<file path="src/rtl/exe_stage_md.sv">
// exe_stage_md: execute stage of the 5-stage MIPS pipeline.
// Computes the ALU result and registers it, together with store data and
// memory/writeback control, into the EXE/MEM register. It also holds an
// iterative 32-cycle unsigned multiply/divide unit with HI/LO registers.
// While that unit is busy, the stage stalls the front of the pipeline.
// Optional feature macro: EXE_DIV_EN compiles in the DIVU path. Without it,
// EXE_CMD 10 is a single-cycle op with result 0.
module exe_stage_md #(
    parameter int WIDTH = 32
) (
    input  logic             clk,
    input  logic             rst,
    input  logic             valid_in,
    input  logic [3:0]       EXE_CMD,
    input  logic [WIDTH-1:0] val1,
    input  logic [WIDTH-1:0] val2,
    input  logic [WIDTH-1:0] ST_val_in,
    input  logic             MEM_R_EN_in,
    input  logic             MEM_W_EN_in,
    input  logic             WB_EN_in,
    input  logic [4:0]       Dest_in,
    input  logic             freeze,
    output logic             stall,
    output logic [WIDTH-1:0] ALU_Res,
    output logic [WIDTH-1:0] ST_val,
    output logic             MEM_R_EN,
    output logic             MEM_W_EN,
    output logic             WB_EN,
    output logic [4:0]       Dest
);

    localparam logic [3:0] CMD_ADD   = 4'd0;
    localparam logic [3:0] CMD_SUB   = 4'd1;
    localparam logic [3:0] CMD_AND   = 4'd2;
    localparam logic [3:0] CMD_OR    = 4'd3;
    localparam logic [3:0] CMD_NOR   = 4'd4;
    localparam logic [3:0] CMD_XOR   = 4'd5;
    localparam logic [3:0] CMD_SLL   = 4'd6;
    localparam logic [3:0] CMD_SRA   = 4'd7;
    localparam logic [3:0] CMD_SRL   = 4'd8;
    localparam logic [3:0] CMD_MULTU = 4'd9;
`ifdef EXE_DIV_EN
    localparam logic [3:0] CMD_DIVU  = 4'd10;
`endif
    localparam logic [3:0] CMD_MFHI  = 4'd11;
    localparam logic [3:0] CMD_MFLO  = 4'd12;
    localparam logic [4:0] CNT_LAST  = 5'd31;

    typedef enum logic [0:0] {
        ST_IDLE = 1'b0,
        ST_BUSY = 1'b1
    } md_state_t;

    md_state_t        state_r;
    logic [4:0]       cnt_r;
    logic [WIDTH-1:0] hi_r;
    logic [WIDTH-1:0] lo_r;
    logic [WIDTH-1:0] md_hi_r;   // partial product high half / running remainder
    logic [WIDTH-1:0] md_lo_r;   // multiplier bits / dividend-then-quotient bits
    logic [WIDTH-1:0] md_b_r;    // multiplicand / divisor
`ifdef EXE_DIV_EN
    logic             is_div_r;
    logic             div_top_s;
    logic [WIDTH-1:0] div_shift_s;
    logic [WIDTH-1:0] div_diff_s;
    logic             div_ge_s;
`endif

    logic [WIDTH-1:0] alu_s;
    logic             md_start_s;
    logic [WIDTH:0]   mul_sum_s;
    logic [WIDTH-1:0] step_hi_s;
    logic [WIDTH-1:0] step_lo_s;
    logic [WIDTH-1:0] nxt_alu_s;
    logic [WIDTH-1:0] nxt_st_s;
    logic [2:0]       nxt_ctl_s;
    logic [4:0]       nxt_dest_s;

    assign stall = (state_r == ST_BUSY) | freeze;

`ifdef EXE_DIV_EN
    assign md_start_s = valid_in && ((EXE_CMD == CMD_MULTU) || (EXE_CMD == CMD_DIVU));
`else
    assign md_start_s = valid_in && (EXE_CMD == CMD_MULTU);
`endif

    // Single-cycle ALU result; unused codes (and DIVU when not built) give 0.
    always_comb begin
        alu_s = {WIDTH{1'b0}};
        case (EXE_CMD)
            CMD_ADD:  alu_s = val1 + val2;
            CMD_SUB:  alu_s = val1 - val2;
            CMD_AND:  alu_s = val1 & val2;
            CMD_OR:   alu_s = val1 | val2;
            CMD_NOR:  alu_s = ~(val1 | val2);
            CMD_XOR:  alu_s = val1 ^ val2;
            CMD_SLL:  alu_s = val1 << val2[4:0];
            CMD_SRA:  alu_s = $unsigned($signed(val1) >>> val2[4:0]);
            CMD_SRL:  alu_s = val1 >> val2[4:0];
            CMD_MFHI: alu_s = hi_r;
            CMD_MFLO: alu_s = lo_r;
            default:  alu_s = {WIDTH{1'b0}};
        endcase
    end

    // One iteration of shift-add multiply or restoring divide.
    always_comb begin
        mul_sum_s = {1'b0, md_hi_r} + (md_lo_r[0] ? {1'b0, md_b_r} : {(WIDTH+1){1'b0}});
        step_hi_s = mul_sum_s[WIDTH:1];
        step_lo_s = {mul_sum_s[0], md_lo_r[WIDTH-1:1]};
`ifdef EXE_DIV_EN
        // Remainder shifted left by one, top bit kept apart so the trial
        // subtraction stays WIDTH bits wide; a set top bit always fits.
        div_top_s   = md_hi_r[WIDTH-1];
        div_shift_s = {md_hi_r[WIDTH-2:0], md_lo_r[WIDTH-1]};
        div_diff_s  = div_shift_s - md_b_r;
        div_ge_s    = div_top_s | (div_shift_s >= md_b_r);
        if (is_div_r) begin
            if (div_ge_s) begin
                step_hi_s = div_diff_s;
                step_lo_s = {md_lo_r[WIDTH-2:0], 1'b1};
            end else begin
                step_hi_s = div_shift_s;
                step_lo_s = {md_lo_r[WIDTH-2:0], 1'b0};
            end
        end else begin
            step_hi_s = mul_sum_s[WIDTH:1];
            step_lo_s = {mul_sum_s[0], md_lo_r[WIDTH-1:1]};
        end
`endif
    end

    // Next EXE/MEM contents: a real single-cycle op passes through, else bubble.
    always_comb begin
        if ((state_r == ST_IDLE) && valid_in && !md_start_s) begin
            nxt_alu_s  = alu_s;
            nxt_st_s   = ST_val_in;
            nxt_ctl_s  = {MEM_R_EN_in, MEM_W_EN_in, WB_EN_in};
            nxt_dest_s = Dest_in;
        end else begin
            nxt_alu_s  = {WIDTH{1'b0}};
            nxt_st_s   = {WIDTH{1'b0}};
            nxt_ctl_s  = 3'b000;
            nxt_dest_s = 5'd0;
        end
    end

    // EXE/MEM pipeline register; freeze holds it.
    always_ff @(posedge clk) begin
        if (rst) begin
            ALU_Res  <= {WIDTH{1'b0}};
            ST_val   <= {WIDTH{1'b0}};
            MEM_R_EN <= 1'b0;
            MEM_W_EN <= 1'b0;
            WB_EN    <= 1'b0;
            Dest     <= 5'd0;
        end else if (!freeze) begin
            ALU_Res  <= nxt_alu_s;
            ST_val   <= nxt_st_s;
            {MEM_R_EN, MEM_W_EN, WB_EN} <= nxt_ctl_s;
            Dest     <= nxt_dest_s;
        end
    end

    // Multiply/divide FSM: latch operands, iterate 32 times, commit HI/LO.
    always_ff @(posedge clk) begin
        if (rst) begin
            state_r  <= ST_IDLE;
            cnt_r    <= 5'd0;
            hi_r     <= {WIDTH{1'b0}};
            lo_r     <= {WIDTH{1'b0}};
            md_hi_r  <= {WIDTH{1'b0}};
            md_lo_r  <= {WIDTH{1'b0}};
            md_b_r   <= {WIDTH{1'b0}};
`ifdef EXE_DIV_EN
            is_div_r <= 1'b0;
`endif
        end else if (!freeze) begin
            case (state_r)
                ST_IDLE: begin
                    cnt_r <= 5'd0;
                    if (md_start_s) begin
                        state_r <= ST_BUSY;
                        md_hi_r <= {WIDTH{1'b0}};
`ifdef EXE_DIV_EN
                        is_div_r <= (EXE_CMD == CMD_DIVU);
                        md_b_r   <= (EXE_CMD == CMD_DIVU) ? val2 : val1;
                        md_lo_r  <= (EXE_CMD == CMD_DIVU) ? val1 : val2;
`else
                        md_b_r   <= val1;
                        md_lo_r  <= val2;
`endif
                    end
                end
                ST_BUSY: begin
                    md_hi_r <= step_hi_s;
                    md_lo_r <= step_lo_s;
                    if (cnt_r == CNT_LAST) begin
                        hi_r    <= step_hi_s;
                        lo_r    <= step_lo_s;
                        state_r <= ST_IDLE;
                        cnt_r   <= 5'd0;
                    end else begin
                        cnt_r   <= cnt_r + 5'd1;
                    end
                end
                default: begin
                    state_r <= ST_IDLE;
                    cnt_r   <= 5'd0;
                end
            endcase
        end
    end

endmodule

</file>
<file path="config.mk">
export PLATFORM = sky130hd
export DESIGN_NAME = exe_stage_md
export DESIGN_NICKNAME = d
export VERILOG_FILES = /design/src/rtl/exe_stage_md.sv
export SDC_FILE = /design/constraint.sdc
export NUM_CORES = 1
export LEC_CHECK = 0
export BUFFER_PORTS_ARGS = -buffer_cell sky130_fd_sc_hd__buf_2
export CORE_ASPECT_RATIO = 1.25
export CORE_UTILIZATION = 40
export DETAILED_ROUTE_END_ITERATION = 8
export SLEW_MARGIN = 20
export SYNTH_ARGS = -nofsm -noshare
export SYNTH_HDL_FRONTEND = slang
export SYNTH_SLANG_ARGS = --single-unit
</file>
<file path="constraint.sdc">
create_clock -name clk -period 9.1 [get_ports clk]
set_input_delay 0.91 -clock clk [delete_from_list [all_inputs] [get_ports clk]]
set_output_delay 0.91 -clock clk [all_outputs]
set_load 0.05 [all_outputs]
</file>
==> impl_metrics.ini <==
[power_and_ir_drop]
cellLeakagePower_nw = 8.30
vdd_drop_max_mv = 0.119
power_density_mw_per_mm2 = 144

[setup_path]
cp_max_fo = 38
ff2ff_path_depth = 11
r2r-start = md_lo_r[0]
r2r-end = md_hi_r[23]
crit_type = in2reg
start_kind = input pin
r2r_slack_ps = 5220
worstPathArrival_ps = 5670
critPathCaptureType = register
crit_required_ps = 9550

[die]
fp-row-count = 86
fp.dieW_um = 193
coreArea_mm2 = 0.0444
num_io_pins = 185
dieArea_mm2 = 0.0463
dieHeight_um = 240
initial_core_util_pct = 40.9

[placement]
gp_congestion = 1.03
placed_cell_area_mm2 = 0.0195
io_buffers = 184
hpwl_um = 57900
placed_cells = 2849

[clock_network]
clkSinkCount = 238
root_buffer = clkbuf_16
cts_hold_buffers = 0
clk_pin_slew_worst_paths_ps = 60
ctsResizeCount = 0
cts_buffers = 27
clock_latency_ps = 560
postCtsSetupBuffers = 0
clk_path_buf_depth = 3
cts_tree = yes
htreeDepth = 1

[yosys]
yosysMostFrequentCell = nor2_1
synth_ff_type = dfxtp_1
avgSynthCellArea_um2 = 8.16
synth_fp_nets = 2471
synth_area_mm2 = 0.0182
synth_cell_type_count = 80
synthCells = 2226
seq_area_frac_synth_pct = 26.2
synthArstFlopShare_pct = 0
synth_edf_count = 0
synth_area_leader_cell = dfxtp_1
ys_seq_elements = 238
yosys-top-cells-count = 248 x nor2_1, 238 x dfxtp_1, 212 x nand2_1, 160 x a21oi_1, 131 x ha_1
yosysWarnings = 0
yosys.area.top_type_share_pct = 26.2
synthTopCellsByArea = dfxtp_1 26%, ha_1 9.0%, mux4_2 6.8%

[route]
routed_wl_um = 77400
dr.first_iter.drc_count = 1802
route.detailed.drc = 24
wl_per_cell_um = 26.7
wl_met3_um = 5460
drtAntennaViolNets = 0
dr_wl_met2_um = 33900
route.top_layer_used = met5
wl_met1_um = 32200
dr.pass1.iters = 8
dr_total_vias = 18397
routed_via_density = 6.35

[timing]
post-route-period-util_pct = 57.3
slew_violations = 0
timing.fmax_mhz = 192
period_minus_slack_ps = 5210
clock_skew_ps = 18.8
tns_ps = 0
timing.slew.headroom_pct = 25.1
hold_violations = 0
rsz0062_at_grt = false
timing.hold.ws_ps = 456
setup_violations = 0
tightest_slew_ps = 1120

[worst_hold_path]
hold_depth = 2
hp-start = md_b_r[4]
worstHoldEndpoint = md_b_r[4]
hold_path_class = reg2reg

[global_route]
grt_pass1_wl_um = 113000
antenna_found_initial = 2
gr-total-overflow = 0
grt_max_degree = 68
grt_usage_pct = 32.8
grt_pass1_vias = 17420

[job]
maxCapViolCount = 0

[final_layout]
fin_nets = 2551
final_cells = 2897
area_growth_pct = 12.3
num_antenna_cells = 0
final_area_mm2 = 0.0204
drive_gt1_share_pct = 15.7

[run_status]
failed_checks = design-rule violations
status = finished, violations left
## cells in the final DEF, fill, tap and decap left out, drive strengths merged, types with 39 or more instances in the layout
cell    instances
a21oi         160
xnor2          61
a22o           81
a211oi         56
inv            88
mux2i          66
nand3          40
clkbuf         39
nand2         212
a22oi          80
and2           40
nor2          248
o21ai         116
mux4           55
buf           218
ha            131
dfxtp         238
## critical path, cell delays in order
cell	delay, ps
buf_2	320
buf_4	400
nor3_1	570
nand4_1	430
nor3_4	410
nand2_1	130
o41ai_1	390
xnor2_1	130
ha_1	440
a21o_1	160
nand2_1	70
a21oi_1	170
nor4_1	70
nor3_1	330
nor3_1	110
a221o_1	330
o41ai_1	280
## sequential cells by signal, indices dropped and copies added, names as in the netlist
name	flops
ALU_Res	32
Dest	5
MEM_R_EN	1
MEM_W_EN	1
ST_val	32
WB_EN	1
cnt_r	5
hi_r	32
lo_r	32
md_b_r	32
md_hi_r	32
md_lo_r	32
state_r	1
## worst max path at each step
stage,end,from,slack [ps],cells after the start
final,ALU_Res[28],val2[1],3890,17
after global routing,ALU_Res[28],val2[1],3620,17
after CTS,ALU_Res[28],val2[1],3980,17
after detailed placement,ALU_Res[28],val2[1],3450,17
after global placement,ALU_Res[10],val2[3],3280,14
after floorplan,ALU_Res[27],val2[0],4300,22
## metal layers
layer / vias up / global-route usage, %
li1: 8421 / -
met5: - / 0
met2: 851 / 49.7
met4: 2 / 21.8
met1: 8908 / 43.2
met3: 215 / 4.34
## cells by family (layout without fill, tap and decap cells)
kind of cell	Yosys count	in the layout	synth area share, %
AO/OA/AOI/OAI	703	703	26.8
AND/OR/NAND/NOR	682	682	17.2
buffers and inverters	254	353	5.39
flip-flops	238	238	26.2
multiplexers	135	135	11.3
adder cells (fa/ha/maj)	133	133	9.24
XOR/XNOR	81	81	3.90
## per-stage QoR
stage | util (%) | power [W] | setup slack (ps)
3_5_place_dp | 43.9 | 0.00179 | 3450
4_1_cts | 45.9 | 0.00294 | 3980
2_1_floorplan | - | 0.00154 | 4300
6_report | 45.9 | 0.00295 | 3890
3_3_place_gp | 43.9 | 0.00179 | 3280
5_1_grt | 45.9 | 0.00304 | 3620
## power breakdown
part | switching (W) | leakage [nW] | internal, W
registers | 0.0000110 | 1.92 | 0.00106
clock network | 0.000473 | 0.449 | 0.000682
logic | 0.000485 | 5.93 | 0.000237
total | 0.000968 | 8.30 | 0.00198
## final cells by class
cell class	instances	area [µm²]
multi-input combinational	1734	12500
tap	572	716
timing repair buffer	218	1180
sequential	238	4770
inverter	87	327
clock buffer	39	781
fill	4470	24000
clock inverter	9	140
(Power assumes the default switching activity.)
